File: src/rtl/ir_nec_decoder.sv
// -----------------------------------------------------------------------------
// ir_nec_decoder
//
// Decodes the demodulated output of an IR receiver into NEC-protocol frames.
// It measures the width of each low and high phase in ticks and validates the
// leader, data bits and repeat codes. A good 32-bit frame is held on ir_data
// until the next good frame arrives.
//
// Parameters
//   TICK_DIV   clk cycles per measurement tick (500 gives 10 us at 50 MHz)
//   CHECK_INV  1 = reject frames whose command inverse byte does not match
//
// Ports
//   clk         system clock; every flop uses its rising edge
//   reset_n     asynchronous active-low reset
//   ir_rx       raw receiver output, asynchronous; idle high, carrier-on low
//   ir_data     last valid frame: [7:0] addr, [15:8] ~addr,
//               [23:16] cmd, [31:24] ~cmd
//   new_frame   1-cycle pulse when ir_data is updated
//   repeat_hit  1-cycle pulse on a valid NEC repeat code
//   frame_err   1-cycle pulse when a frame is aborted after a valid leader
//               low, or when it fails the inverse check
//   busy        high whenever the decoder is not idle
// -----------------------------------------------------------------------------
module ir_nec_decoder #(
  parameter int TICK_DIV  = 500,
  parameter bit CHECK_INV = 1'b1
) (
  input  logic        clk,
  input  logic        reset_n,
  input  logic        ir_rx,
  output logic [31:0] ir_data,
  output logic        new_frame,
  output logic        repeat_hit,
  output logic        frame_err,
  output logic        busy
);

  localparam int            PW      = (TICK_DIV > 1) ? $clog2(TICK_DIV) : 1;
  localparam logic [PW-1:0] PRE_MAX = PW'(TICK_DIV - 1);
  localparam logic [10:0]   CNT_MAX = 11'd2047;

  // Phase windows in ticks, inclusive.
  localparam logic [10:0] LEAD_LO_MIN = 11'd800;
  localparam logic [10:0] LEAD_LO_MAX = 11'd1000;
  localparam logic [10:0] DATA_HI_MIN = 11'd400;
  localparam logic [10:0] DATA_HI_MAX = 11'd500;
  localparam logic [10:0] REP_HI_MIN  = 11'd200;
  localparam logic [10:0] REP_HI_MAX  = 11'd250;
  localparam logic [10:0] BIT_MIN     = 11'd40;
  localparam logic [10:0] BIT_MAX     = 11'd70;
  localparam logic [10:0] ONE_MIN     = 11'd140;
  localparam logic [10:0] ONE_MAX     = 11'd190;

  typedef enum logic [2:0] {
    IDLE,
    LEAD_LOW,
    LEAD_HIGH,
    BIT_LOW,
    BIT_HIGH,
    TAIL
  } state_t;

  function automatic logic in_win(input logic [10:0] v,
                                  input logic [10:0] lo,
                                  input logic [10:0] hi);
    return (v >= lo) && (v <= hi);
  endfunction

  // ---------------------------------------------------------------------------
  // Synchroniser and edge detect. The chain resets to 1 (idle line) so the
  // release of reset never looks like a falling edge.
  // ---------------------------------------------------------------------------
  logic s1, s2, prev;
  logic fall, rise;

  always_ff @(posedge clk or negedge reset_n) begin
    if (!reset_n) begin
      s1   <= 1'b1;
      s2   <= 1'b1;
      prev <= 1'b1;
    end else begin
      // NOTE: non-blocking assignments let every flop sample the old value of
      // its neighbour, which is what makes this a shift chain and not a wire.
      s1   <= ir_rx;
      s2   <= s1;
      prev <= s2;
    end
  end

  assign fall = prev & ~s2;
  assign rise = ~prev & s2;

  // ---------------------------------------------------------------------------
  // Free-running tick prescaler. It is never realigned to line edges, so each
  // measured width carries +/-1 tick of quantisation that the windows absorb.
  // ---------------------------------------------------------------------------
  logic [PW-1:0] pre;
  logic          tick;

  always_ff @(posedge clk or negedge reset_n) begin
    if (!reset_n)            pre <= '0;
    else if (pre == PRE_MAX) pre <= '0;
    else                     pre <= pre + PW'(1);
  end

  assign tick = (pre == PRE_MAX);

  // ---------------------------------------------------------------------------
  // Width counter: ticks since the last line edge, saturating.
  // ---------------------------------------------------------------------------
  logic [10:0] cnt;

  always_ff @(posedge clk or negedge reset_n) begin
    if (!reset_n)                    cnt <= '0;
    else if (fall || rise)           cnt <= '0;
    else if (tick && cnt != CNT_MAX) cnt <= cnt + 11'd1;
  end

  // ---------------------------------------------------------------------------
  // Bit classification and the shift register value after this bit.
  // ---------------------------------------------------------------------------
  state_t      state;
  logic [4:0]  idx;
  logic [31:0] sr;
  logic        bit_zero, bit_one;
  logic [31:0] sr_shift;
  logic        inv_ok;

  assign bit_zero = in_win(cnt, BIT_MIN, BIT_MAX);
  assign bit_one  = in_win(cnt, ONE_MIN, ONE_MAX);
  // First received bit ends up in [0]; each new bit enters at [31].
  assign sr_shift = {bit_one, sr[31:1]};
  // The address inverse is deliberately ignored (extended NEC addressing).
  assign inv_ok   = !CHECK_INV || (sr_shift[31:24] == ~sr_shift[23:16]);

  // ---------------------------------------------------------------------------
  // Decoder FSM. Status pulses default low every cycle and are raised only by
  // the transition that reports them, so each lasts exactly one cycle and at
  // most one can be high at a time. busy is updated together with the state
  // so it tracks "next state is not IDLE" without a cycle of lag.
  // ---------------------------------------------------------------------------
  always_ff @(posedge clk or negedge reset_n) begin
    if (!reset_n) begin
      state      <= IDLE;
      idx        <= '0;
      sr         <= '0;
      ir_data    <= '0;
      new_frame  <= 1'b0;
      repeat_hit <= 1'b0;
      frame_err  <= 1'b0;
      busy       <= 1'b0;
    end else begin
      new_frame  <= 1'b0;
      repeat_hit <= 1'b0;
      frame_err  <= 1'b0;

      case (state)
        IDLE: begin
          if (fall) begin
            state <= LEAD_LOW;
            busy  <= 1'b1;
          end
        end

        LEAD_LOW: begin
          if (rise) begin
            if (in_win(cnt, LEAD_LO_MIN, LEAD_LO_MAX)) begin
              state <= LEAD_HIGH;
            end else begin
              // Noise or a foreign protocol: drop it without reporting.
              state <= IDLE;
              busy  <= 1'b0;
            end
          end else if (cnt > LEAD_LO_MAX) begin
            state <= TAIL;
          end
        end

        LEAD_HIGH: begin
          if (fall) begin
            if (in_win(cnt, DATA_HI_MIN, DATA_HI_MAX)) begin
              idx   <= '0;
              state <= BIT_LOW;
            end else if (in_win(cnt, REP_HI_MIN, REP_HI_MAX)) begin
              repeat_hit <= 1'b1;
              state      <= TAIL;
            end else begin
              frame_err <= 1'b1;
              state     <= TAIL;
            end
          end else if (cnt > DATA_HI_MAX) begin
            frame_err <= 1'b1;
            state     <= s2 ? IDLE : TAIL;
            busy      <= ~s2;
          end
        end

        BIT_LOW: begin
          if (rise) begin
            if (bit_zero) begin
              state <= BIT_HIGH;
            end else begin
              frame_err <= 1'b1;
              state     <= TAIL;
            end
          end else if (cnt > BIT_MAX) begin
            frame_err <= 1'b1;
            state     <= s2 ? IDLE : TAIL;
            busy      <= ~s2;
          end
        end

        BIT_HIGH: begin
          if (fall) begin
            if (bit_zero || bit_one) begin
              sr <= sr_shift;
              if (idx == 5'd31) begin
                // This fall starts the stop bit; wait out its low in TAIL.
                if (inv_ok) begin
                  ir_data   <= sr_shift;
                  new_frame <= 1'b1;
                end else begin
                  frame_err <= 1'b1;
                end
                state <= TAIL;
              end else begin
                idx   <= idx + 5'd1;
                state <= BIT_LOW;
              end
            end else begin
              frame_err <= 1'b1;
              state     <= IDLE;
              busy      <= 1'b0;
            end
          end else if (cnt > ONE_MAX) begin
            frame_err <= 1'b1;
            state     <= s2 ? IDLE : TAIL;
            busy      <= ~s2;
          end
        end

        TAIL: begin
          if (rise) begin
            state <= IDLE;
            busy  <= 1'b0;
          end
        end

        default: begin
          state <= IDLE;
          busy  <= 1'b0;
        end
      endcase
    end
  end

endmodule
File: config.mk
export PLATFORM = sky130hd
export DESIGN_NAME = ir_nec_decoder
export DESIGN_NICKNAME = d
export VERILOG_FILES = /design/src/rtl/ir_nec_decoder.sv
export SDC_FILE = /design/constraint.sdc
export NUM_CORES = 1
export LEC_CHECK = 0
export BUFFER_PORTS_ARGS = -buffer_cell sky130_fd_sc_hd__buf_2
export CAP_MARGIN = 10
export CORE_AREA = 2 2 91 93
export CTS_CLUSTER_DIAMETER = 150
export CTS_CLUSTER_SIZE = 40
export DETAILED_ROUTE_END_ITERATION = 10
export DIE_AREA = 0 0 93 95
export GPL_TIMING_DRIVEN = 0
export PLACE_DENSITY = 0.76
export SYNTH_ARGS = -nofsm -noshare
export SYNTH_HDL_FRONTEND = slang
export SYNTH_SLANG_ARGS = --single-unit
File: constraint.sdc
create_clock -name clk -period 4.6 [get_ports clk]
set_clock_uncertainty 0.05 [all_clocks]
set_input_delay 0.92 -clock clk [delete_from_list [all_inputs] [get_ports clk]]
set_output_delay 0.92 -clock clk [all_outputs]
set_load 0.005 [all_outputs]
======== Word level (Yosys, flattened, before mapping) ========
Index checks and enable logic that the tools add are counted.
cells by class
  muxes and demuxes ....................... 60
  reductions and logical operators ........ 16
  add/subtract/negate cells ............... 3
  bitwise operators ....................... 5
  equality and inequality tests ........... 27
  magnitude comparators ................... 14
operators with widths
  cell                                                                                   number
  3-bit 2-to-1 mux                                                                       14
  1-bit 2-to-1 mux                                                                       33
  2-bit inequality test, second input constant                                           13
  5-bit 2-to-1 mux                                                                       5
  11-bit by 8-bit greater-or-equal comparator with 1-bit output, second input constant   2
  11-bit by 8-bit <= comparator with 1-bit output, second input constant                 2
  11-bit 2-to-1 mux                                                                      2
  3-bit case mux with 6 select lines                                                     1
  3-bit inequality test, second input constant                                           5
  6-bit AND reduction                                                                    2
  11-bit by 1-bit adder with 11-bit output, second input constant                        1
  11-bit by 10-bit greater-or-equal comparator with 1-bit output, second input constant  1
  11-bit by 6-bit greater-or-equal comparator with 1-bit output, second input constant   1
  11-bit by 9-bit greater-or-equal comparator with 1-bit output, second input constant   1
  11-bit by 10-bit greater-than comparator with 1-bit output, second input constant      1
  11-bit by 7-bit greater-than comparator with 1-bit output, second input constant       1
  11-bit by 8-bit greater-than comparator with 1-bit output, second input constant       1
  11-bit by 9-bit greater-than comparator with 1-bit output, second input constant       1
  11-bit by 10-bit <= comparator with 1-bit output, second input constant                1
  11-bit by 7-bit <= comparator with 1-bit output, second input constant                 1
  11-bit by 9-bit <= comparator with 1-bit output, second input constant                 1
  11-bit inequality test, second input constant                                          1
  5-bit case mux with 2 select lines                                                     1
  10-bit AND reduction                                                                   1
  21 further kinds                                                                       32
word-level totals
  output and inout port bits .............. 36
  logic and storage cells ................. 138
  register bits ........................... 99
  bits of input ports ..................... 3

======== Longest topological paths before layout ========
  depth in word-level cells ............... 8
  depth in mapped cells ................... 9
  gate-level depth less buffers ........... 8

======== Worst setup path before layout ========
OpenSTA, ideal clock, no wires.
  kind .................................... flip-flop to flip-flop
  start point ............................. register cnt[5]
  end point ............................... register ir_data[12]
  path slack .............................. 2.274 ns
  arrival time ............................ 2.151 ns
  stages on the path, launching flop included .. 7
  data required time ...................... 4.425 ns
  path buffers ............................ 1
  library setup time ...................... 0.125 ns
  clock period less this slack ............ 2.326 ns
  cells stage by stage .................... dfrtp_1 -> or4b_1 -> o22ai_2 -> nand3_1 -> a211oi_4 -> buf_6 -> mux2_2
on the way
  longest elaborated chain between the ends .. 4
  elaborated cells between the ends (all ways) .. 9
  those cells by class .................... order compare: 4; eq/ne: 1; reduce/logical: 4
RTL lines
  item                                                                                   RTL line  source
  from (decl)                                                                            112       logic [10:0] cnt;
  from (signal assigned)                                                                 117       else if (tick && cnt != CNT_MAX) cnt <= cnt + 11'd1;
  11-bit by 8-bit greater-or-equal comparator with 1-bit output (tied with other cells)  67        return (v >= lo) && (v <= hi);
  1-bit logical AND                                                                      67
  8-bit equality test or 1-bit logical OR (tied branches)                                135, 216
  5-bit AND reduction (no line) *                                                        n/a
  to (signal assigned)                                                                   221       ir_data <= sr_shift;
  to (decl)                                                                              32        output logic [31:0] ir_data,
Every way passes the cells marked *; elsewhere a longest branch is shown, timed or not.
A chain may end at the register's enable or synchronous reset.

======== Worst setup path after layout ========
  start point ............................. register cnt[5]
  end point ............................... register ir_data[9]
Same word-level chain as after synthesis.

==> metrics.md <==
| Metric | Value |
|---|---|
| Outcome | `finished clean` |
| Final Util | `65.4%` |
| Yosys warnings | `0` |
| Clk root buf | `clkbuf_8` |
| Seq cells post-synth | `98` |
| Synth Cell Area | `0.00461 mm2` |
| CP arrival | `2.87 ns` |
| Core area | `0.00793 mm2` |
| Area delta synth->final | `12.3%` |
| Non-filler cells, final | `553` |
| Post-Syn Nets | `405` |
| Final Cycle Share | `58.1%` |
| Overall overflow remaining after global route | `0` |
| Global-route wire length before repair | `15.2 mm` |
| Crit-path cells | `clkbuf_1 > o21ai_0 > o22ai_2 > nand3_1 > a211oi_4 > buf_6 > mux2_2` |
| Synth cell types | `58` |
| Max Slew Vio Count | `0` |
| CP Launch Type | `register` |
| Fmax | `0.374 GHz` |
| First-pass iteration count of the detailed router | `5` |
| Crit Path Max Fanout | `10` |
| Seq/Total Area, Yosys | `53.2%` |
| Fill cells | `653` |
| Placed Cells | `537` |
| Dpl hpwl | `6.31 mm` |
| Part of the power in the clock network | `36.9%` |
| Post-CTS setup buffers | `0` |
| Port bufs | `38` |
| Mapped Cells | `393` |
| CTS max path bufs | `2` |
| Final WS setup | `1.93 ns` |
| Seq pwr share | `55.3%` |
| Post_cts resized | `0` |
| Vias in the first global route | `3194` |
| Worst Hold Class | `register to register` |
| Post-synth EDFFs | `0` |
| Initial antenna violation count | `0` |
| Ys async rst share | `100%` |
| MaxCap Viol Count | `0` |
| Largest net degree at the start of global routing | `69` |
| DRC violations left | `0` |
| Design Power | `0.00161 W` |
| Clock latency on the worst-skew pair | `0.37 ns` |
| Register Area | `0.00246 mm2` |
| Final antenna diode count | `0` |
| Worst Path Required | `4.80 ns` |
| Sw Ratio | `26.3%` |
| I/O pin cnt | `39` |
| Total number of vias | `3189` |
| Comb power frac | `7.8%` |
| Leakage | `2.54 nW` |
| DRT iter0 DRCs | `115` |
| # H-tree levels | `3` |
| Num CTS Buffers | `9` |
| CP Capture Type | `register` |
| Row cnt | `33` |
| DR WL/cell | `16.3 um` |
| Post-Place Worst Slack | `1.97 ns` |
| CTS sink cnt | `98` |
| Routability cong. | `0.952` |
| CTS tree | `built` |
| Starting Density | `58.2%` |
| Clock Pin Slew Worst Setup and Hold Paths | `0.10 ns` |
| Overall routing resource usage | `22.1%` |
| Final-report hold violation count | `0` |
| Top delay family on crit path | `compound AO/OA/AOI/OAI gates` |
| Predominant post-synthesis flop cell | `dfrtp_1` |
| Slew HR | `58.5%` |
| Avg Synthesized Cell Area | `11.7 um2` |
| Multi-input logic area | `0.00201 mm2` |
| Psw | `0.000422 W` |
| Crit Path Class | `register to register` |
| Critical path's slowest cell | `a211oi_4` |
| DR vias/cell | `5.77` |
| CP Buf/Inv Count | `2` |
| P_int | `0.00118 W` |
| DIE WIDTH | `93 um` |
| Wirelength, routed | `9.02 mm` |
| Setup tns final | `0 ns` |
| Hold bufs inserted after CTS | `0` |
| Largest vdd supply drop | `195 uV` |
| Critical path depth | `7` |
| Antenna Nets Post-Route | `0` |
| Slew @ Worst Pin | `0.617 ns` |
| Reg2reg path depth | `7` |
| Final-report setup violation count | `0` |
| DIE HEIGHT | `95 um` |
| Die footprint | `0.00884 mm2` |
| RSZ-0062 raised after global routing | `no` |
| Share of cells above drive strength 1 | `29.9%` |
| Nets | `455` |
| Final Critical Period | `2.67 ns` |
| Hold path cells | `0` |
| Max incr delay on CP | `0.46 ns` |
| Pwr/cell area | `310 mW/mm2` |
## cells by family (layout without fill, tap and decap cells)
| family | after synthesis | count (layout) | share of synthesized area (%) |
|---|---|---|---|
| AO/OA/AOI/OAI | 58 | 58 | 8.81 |
| XOR/XNOR | 20 | 20 | 3.80 |
| adder cells (fa/ha/maj) | 9 | 9 | 2.44 |
| buffers and inverters | 32 | 87 | 3.23 |
| flip-flops | 98 | 98 | 53.2 |
| multiplexers | 65 | 65 | 15.8 |
| AND/OR/NAND/NOR | 111 | 111 | 12.6 |
## metal layers
metal	track usage [%]	vias up	share of wire (%)
met1	28.5	1580	44
li1	-	1515	-
met4	6.62	0	2.0
met5	0	-	0
met3	4.47	18	3.5
met2	37.8	76	51
## synth_stat cells (all sizes together) (5+ instances only)
cell type	number	area, um2
dfrtp	95	2380
buf	8	58.8
nand3	15	75.1
xnor2	11	96.3
inv	13	48.8
mux2	64	721
a21oi	10	50.1
nand4	9	56.3
nor2	30	115
xor2	9	78.8
clkbuf	11	41.3
nor3	8	40.0
o21ai	16	80.1
and3	5	31.3
ha	9	113
nand2	20	75.1
## stage by stage
stage	hold WS, ns	cell area, um2
global route	0.320	5180
CTS	0.319	5180
detailed placement	0.303	4960
global placement	0.297	4930
floorplan	0.295	4610
finish	0.316	5180
## layout by cell type, fill, tap and decap left out, types with 10 or more instances in the layout
| cell type | Yosys | layout |
|---|---|---|
| buf_2 | 5 | 42 |
| dfrtp_1 | 95 | 95 |
| inv_1 | 13 | 13 |
| mux2_2 | 60 | 60 |
| a21oi_1 | 10 | 10 |
| nand2_1 | 20 | 20 |
| nor2_1 | 29 | 29 |
| clkbuf_1 | 11 | 11 |
| nand3_1 | 15 | 15 |
| o21ai_0 | 16 | 16 |
| xnor2_1 | 11 | 11 |
## registers in the layout (all words and copies together), names as in the netlist
register and cells:
pre 9, ir_data 32, s2 1, frame_err 1, repeat_hit 1, cnt 11
new_frame 1, sr 31, busy 1, state 3, idx 5, s1 1
prev 1
## power groups by stage
stage | combinational [W] | clock [W] | sequential, W
5_1_grt | 0.000141 | 0.000649 | 0.000890
2_1_floorplan | 0.0000793 | 0 | 0.000901
4_1_cts | 0.000124 | 0.000607 | 0.000887
3_3_place_gp | 0.000120 | 0 | 0.000904
3_5_place_dp | 0.000124 | 0 | 0.000904
6_report | 0.000125 | 0.000594 | 0.000888
## cell type report
class | count | share of cell area (%)
plain buffers | 19 | 1.93
clock buffers | 9 | 2.39
clock inverters | 7 | 1.79
inverters | 13 | 0.942
multi-input cells | 263 | 38.8
flip-flops and latches | 98 | 47.4
well taps | 105 | 2.54
repair buffers | 39 | 4.25
## worst paths after layout
kind | start | endpoint | slack [ns]
worst max register to register | cnt[5] | ir_data[9] | 1.93
worst min register to register | s1 | s2 | 0.32
worst max-delay path | cnt[5] | ir_data[9] | 1.93
max in group asynchronous | reset_n | pre[4] | 3.41
min in group asynchronous | reset_n | cnt[6] | 0.43
worst min-delay path | s1 | s2 | 0.32
## worst register-to-register path: cells and delay by family (launching register included)
family	cells	cell delay (ns)
AO/OA/AOI/OAI	3	1.00
buffers and inverters	2	0.58
flip-flops	1	0.40
multiplexers	1	0.35
AND/OR/NAND/NOR	1	0.17
(Power assumes the default switching activity.)
